**config.mk**
```make
export PLATFORM = sky130hd
export DESIGN_NAME = latch_bank_arbiter
export DESIGN_NICKNAME = d
export VERILOG_FILES = /design/src/rtl/latch_bank_arbiter.sv
export SDC_FILE = /design/constraint.sdc
export NUM_CORES = 1
export LEC_CHECK = 0
export CORE_MARGIN = 2
export CORE_UTILIZATION = 44
export CTS_BUF_LIST = sky130_fd_sc_hd__clkbuf_4 sky130_fd_sc_hd__clkbuf_8
export CTS_CLUSTER_SIZE = 40
export DETAILED_ROUTE_END_ITERATION = 8
export MAX_ROUTING_LAYER = met4
export PLACE_DENSITY_LB_ADDON = 0.08
export SLEW_MARGIN = 0
export SYNTH_ARGS = -nofsm -noshare
export SYNTH_HDL_FRONTEND = slang
export SYNTH_SLANG_ARGS = --single-unit
```
**constraint.sdc**
```tcl
create_clock -name clk_i -period 1.7 [get_ports clk_i]
set_input_delay 0.425 -clock clk_i [delete_from_list [all_inputs] [get_ports clk_i]]
set_output_delay 0.425 -clock clk_i [all_outputs]
set_load 0.05 [all_outputs]
```
**src/rtl/latch_bank_arbiter.sv**
```systemverilog
`default_nettype none
// ---------------------------------------------------------------------------
// latch_bank_arbiter: round-robin write sequencer for a bank of enabled D latches
// Rev 1.0
// ---------------------------------------------------------------------------
module latch_bank_arbiter #(
   parameter int NREQ   = 4,
   parameter int WIDTH  = 8,
   parameter int ADDR_W = 2
) (
   input  logic                    clk_i,
   input  logic                    rst_ni,
   input  logic [NREQ-1:0]         req_i,
   input  logic [NREQ*ADDR_W-1:0]  wr_addr_i,
   input  logic [NREQ*WIDTH-1:0]   wr_data_i,
   output logic [NREQ-1:0]         gnt_o,
   output logic [NREQ-1:0]         done_o,
   output logic                    busy_o,
   output logic [WIDTH-1:0]        latch_d_o,
   output logic [2**ADDR_W-1:0]    latch_en_o
);

   localparam int NWORD = 2**ADDR_W;
   localparam int PTR_W = (NREQ > 1) ? $clog2(NREQ) : 1;

   typedef enum logic [1:0] {
      IDLE   = 2'd0,
      SETUP  = 2'd1,
      ENABLE = 2'd2,
      HOLD   = 2'd3
   } state_t;

   state_t             state_q, state_d;
   logic [PTR_W-1:0]   ptr_q, ptr_d;
   logic [PTR_W-1:0]   winner_q, winner_d;
   logic [ADDR_W-1:0]  addr_q, addr_d;
   logic [WIDTH-1:0]   data_q, data_d;
   logic [NREQ-1:0]    gnt_q, gnt_d;
   logic [NREQ-1:0]    done_q, done_d;
   logic               busy_q, busy_d;
   logic [NWORD-1:0]   en_q, en_d;

   logic               found;
   int                 pick;
   int                 idx;

   always_comb begin
      state_d  = state_q;
      ptr_d    = ptr_q;
      winner_d = winner_q;
      addr_d   = addr_q;
      data_d   = data_q;
      gnt_d    = gnt_q;
      done_d   = done_q;
      busy_d   = busy_q;
      en_d     = en_q;
      found    = 1'b0;
      pick     = 0;
      idx      = 0;

      case (state_q)
         IDLE: begin
            // First requester at or above ptr, wrapping round to zero.
            for (int off = 0; off < NREQ; off++) begin
               idx = (int'(ptr_q) + off) % NREQ;
               if (!found && req_i[idx]) begin
                  found = 1'b1;
                  pick  = idx;
               end
            end
            if (found) begin
               state_d     = SETUP;
               winner_d    = PTR_W'(pick);
               gnt_d       = '0;
               gnt_d[pick] = 1'b1;
               addr_d      = wr_addr_i[pick*ADDR_W +: ADDR_W];
               data_d      = wr_data_i[pick*WIDTH +: WIDTH];
               busy_d      = 1'b1;
            end
         end
         SETUP: begin
            state_d        = ENABLE;
            en_d           = '0;
            en_d[addr_q]   = 1'b1;
         end
         ENABLE: begin
            state_d = HOLD;
            en_d    = '0;
            done_d  = gnt_q;
         end
         HOLD: begin
            state_d = IDLE;
            done_d  = '0;
            gnt_d   = '0;
            busy_d  = 1'b0;
            ptr_d   = (winner_q == PTR_W'(NREQ-1)) ? '0 : winner_q + 1'b1;
         end
         default: state_d = IDLE;
      endcase
   end

   // Enables are flops, so reset drops them without waiting for a clock.
   always_ff @(posedge clk_i or negedge rst_ni) begin
      if (!rst_ni) begin
         state_q  <= IDLE;
         ptr_q    <= '0;
         winner_q <= '0;
         addr_q   <= '0;
         data_q   <= '0;
         gnt_q    <= '0;
         done_q   <= '0;
         busy_q   <= 1'b0;
         en_q     <= '0;
      end else begin
         state_q  <= state_d;
         ptr_q    <= ptr_d;
         winner_q <= winner_d;
         addr_q   <= addr_d;
         data_q   <= data_d;
         gnt_q    <= gnt_d;
         done_q   <= done_d;
         busy_q   <= busy_d;
         en_q     <= en_d;
      end
   end

   assign gnt_o      = gnt_q;
   assign done_o     = done_q;
   assign busy_o     = busy_q;
   assign latch_d_o  = data_q;
   assign latch_en_o = en_q;

endmodule
`default_nettype wire

```
==> reports/metrics.yaml <==
status: "complete, no violations"
grt_first_pass_wirelength_mm: 7.086
routed_wl_mm: 4.314
crit_path_max_incr_delay_ps: 460
post-cts-setup-buffers: 0
remaining_drc_errors: 0
final.period_utilization_pct: 94.14
hp-class: "input port to async pin"
slew_headroom_pct: 74.68
fin_worst_skew_ps: 15.20
fmax_mhz: 624.8
nFillCells: 236
fin_crit_ps: 1600
synth_commonest_cells: "dfrtp_1 (29), mux2i_1 (25), nand2_1 (22)"
grt_pass1_vias: 1472
clock_latency_ps: 340
place_inst: 275
power_leakage_uw: 0.001196
max-vdd-ir-drop_mv: 1.394
crit_required_ps: 1900
drive_gt1_share_pct: 26.58
yosys-top-cells-area: "dfrtp_1 (46%), mux2i_1 (16%), o221ai_1 (5.5%), nand2_1 (5.2%), ha_1 (3.9%)"
multi_input_area_um2: 794.5
dieArea_um2: 4105
finalSetupTns_ps: 0
root_buffer: "clkbuf_4"
worstPathMaxFanout: 7
ys_seq_elements: 29
slowest_stage: "dfrtp_2"
cp.buffers_inverters: 1
critPathArrivalTime_ps: 1800
finalWeightedCongestion: 0.7944
grt_max_degree: 30
avgSynthCellArea_um2: 10.52
crit_family: "compound AO/OA/AOI/OAI gates"
cp-end-kind: "flop"
die_width_um: 64.07
slew_viol_final: 0
via_count: 1490
start_util_pct: 46.84
first_pass_iters: 4
cp-start-kind: "flop"
yosysSeqAreaShare_pct: 45.71
crit_chain: "a21oi_2, o21ai_2, o2bb2a_4, buf_4, mux2i_2, o221ai_1"
fp.dieH_um: 64.07
placementRows: 21
async_flop_share_pct: 100.0
wire_per_inst_um: 15.24
synthToLayoutAreaGrowth_pct: 61.07
ctsHoldBuffers: 0
ioPinCount: 67
htree_levels: 2
dp_hpwl_mm: 3.374
p_per_area_nw_per_um2: 1872
core-area_um2: 3390
synth_cell_types: 31
viasPerCell: 5.265
io_buffer_count: 66
synth_area_um2: 1588
synth_top_area_cell: "dfrtp_1"
numCtsBuffers: 5
synth_edf_count: 0
synth_cells: 151
yosysMostFrequentCell: "dfrtp_1"
p_total_uw: 4788
setup_viol: 0
antenna_found_initial: 0
path_clk_slew_ps: 100
drtIter0Drc: 48
worst_slew_pin_slew_ps: 379.7
fin_cells: 283
seqCellArea_um2: 726.9
netlist.area_leader.share_pct: 45.71
nNetsFinal: 287
clk_path_buf_depth: 2
post-route-util_pct: 75.45
grt_use_total_pct: 22.96
rsz0062_at_grt: "no"
clock_sinks: 29
worst-setup-path-type: "flop to flop"
syn-num-nets: 202
yosys_warnings: 0
overflow: 0
antenna_left: 0
hold_slack_ps: 472.1
finalHoldViolCount: 0
diodes: 0
cts_tree: "built"
synth-main-ff-cell: "dfrtp_1"
cap_violations: 0
-- final timing paths --
kind,from,to,slack [ps],cells past startpoint
worst max-delay path,ptr_q[1],latch_d_o[4],100,6
worst min-delay path,rst_ni,gnt_o[0],470,2
worst max register to register,ptr_q[1],latch_d_o[4],100,6
worst min register to register,latch_d_o[0],latch_d_o[0],500,2
max in group asynchronous,rst_ni,ptr_q[1],920,2
min in group clk_i,latch_d_o[0],latch_d_o[0],500,2
-- final cells by class --
type / instances / area share (%)
Clock buffer: 6 / 1.761
Multi-Input combinational cell: 104 / 31.07
Timing Repair Buffer: 87 / 34.78
Sequential cell: 29 / 28.42
Tap cell: 46 / 2.250
Clock inverter: 2 / 0.3914
Inverter: 9 / 1.321
-- sequential cells by signal, summed over array words and instances, names as in the netlist --
name        cells
addr_q          2
latch_d_o       8
ptr_q           2
busy_o          1
gnt_o           4
latch_en_o      4
done_o          4
winner_q        2
state_q         2
-- report_power, final --
| part | total (uW) | internal, uW | switching (uW) |
|---|---|---|---|
| clock network | 414 | 173 | 241 |
| logic | 3080 | 1370 | 1710 |
| registers | 1300 | 1010 | 282 |
| total | 4790 | 2550 | 2230 |
-- repair_timing --
action | 4_1_cts | 5_1_grt
pin swaps | 1 | 1
setup endpoints to repair | 12 | 16
gates cloned | 0 | 0
gates resized for setup | 8 | 6
-- layout by cell type, fill, tap and decap left out, types with 2 or more instances in the layout --
cell / Yosys / layout
a21oi_1: 5 / 4
a21oi_2: 1 / 2
a32oi_1: 2 / 2
buf_12: 0 / 10
buf_4: 1 / 32
clkbuf_4: 0 / 6
clkdlybuf4s50_1: 0 / 41
clkinv_2: 0 / 2
dfrtp_1: 29 / 28
dlygate4sd2_1: 0 / 3
ha_1: 5 / 5
inv_1: 9 / 8
mux2_1: 2 / 2
mux2i_1: 25 / 24
nand2_1: 22 / 21
nand2b_1: 4 / 4
nor2_1: 8 / 7
nor3b_1: 2 / 2
o21ai_1: 3 / 3
o221ai_1: 10 / 9
o22ai_1: 2 / 2
o32ai_1: 2 / 2
-- stage by stage --
step	worst slack (ps)	area, um^2
3_3_place_gp	-303.4	2469
4_1_cts	7.557	2539
6_report	99.59	2557
5_1_grt	0.7803	2557
3_5_place_dp	-403.3	2469
2_1_floorplan	128.3	1588
-- per-layer routing --
layer | track usage [%] | part of all wire (%) | up-vias
met1 | 26.89 | 41 | 717
met4 | 8.967 | 1.3 | 0
met3 | 4.577 | 5.9 | 6
li1 | - | - | 712
met5 | - | 0 | -
met2 | 38.80 | 52 | 55
-- logic make-up after synthesis --
kind of cell,Yosys count,share of synthesized area [%]
flip-flops,29,45.71
AND/OR/NAND/NOR,42,11.82
adder cells (fa/ha/maj),5,3.940
AO/OA/AOI/OAI,30,14.97
multiplexers,27,17.18
buffers and inverters,18,6.383
Power figures use the tool's default switching activity.
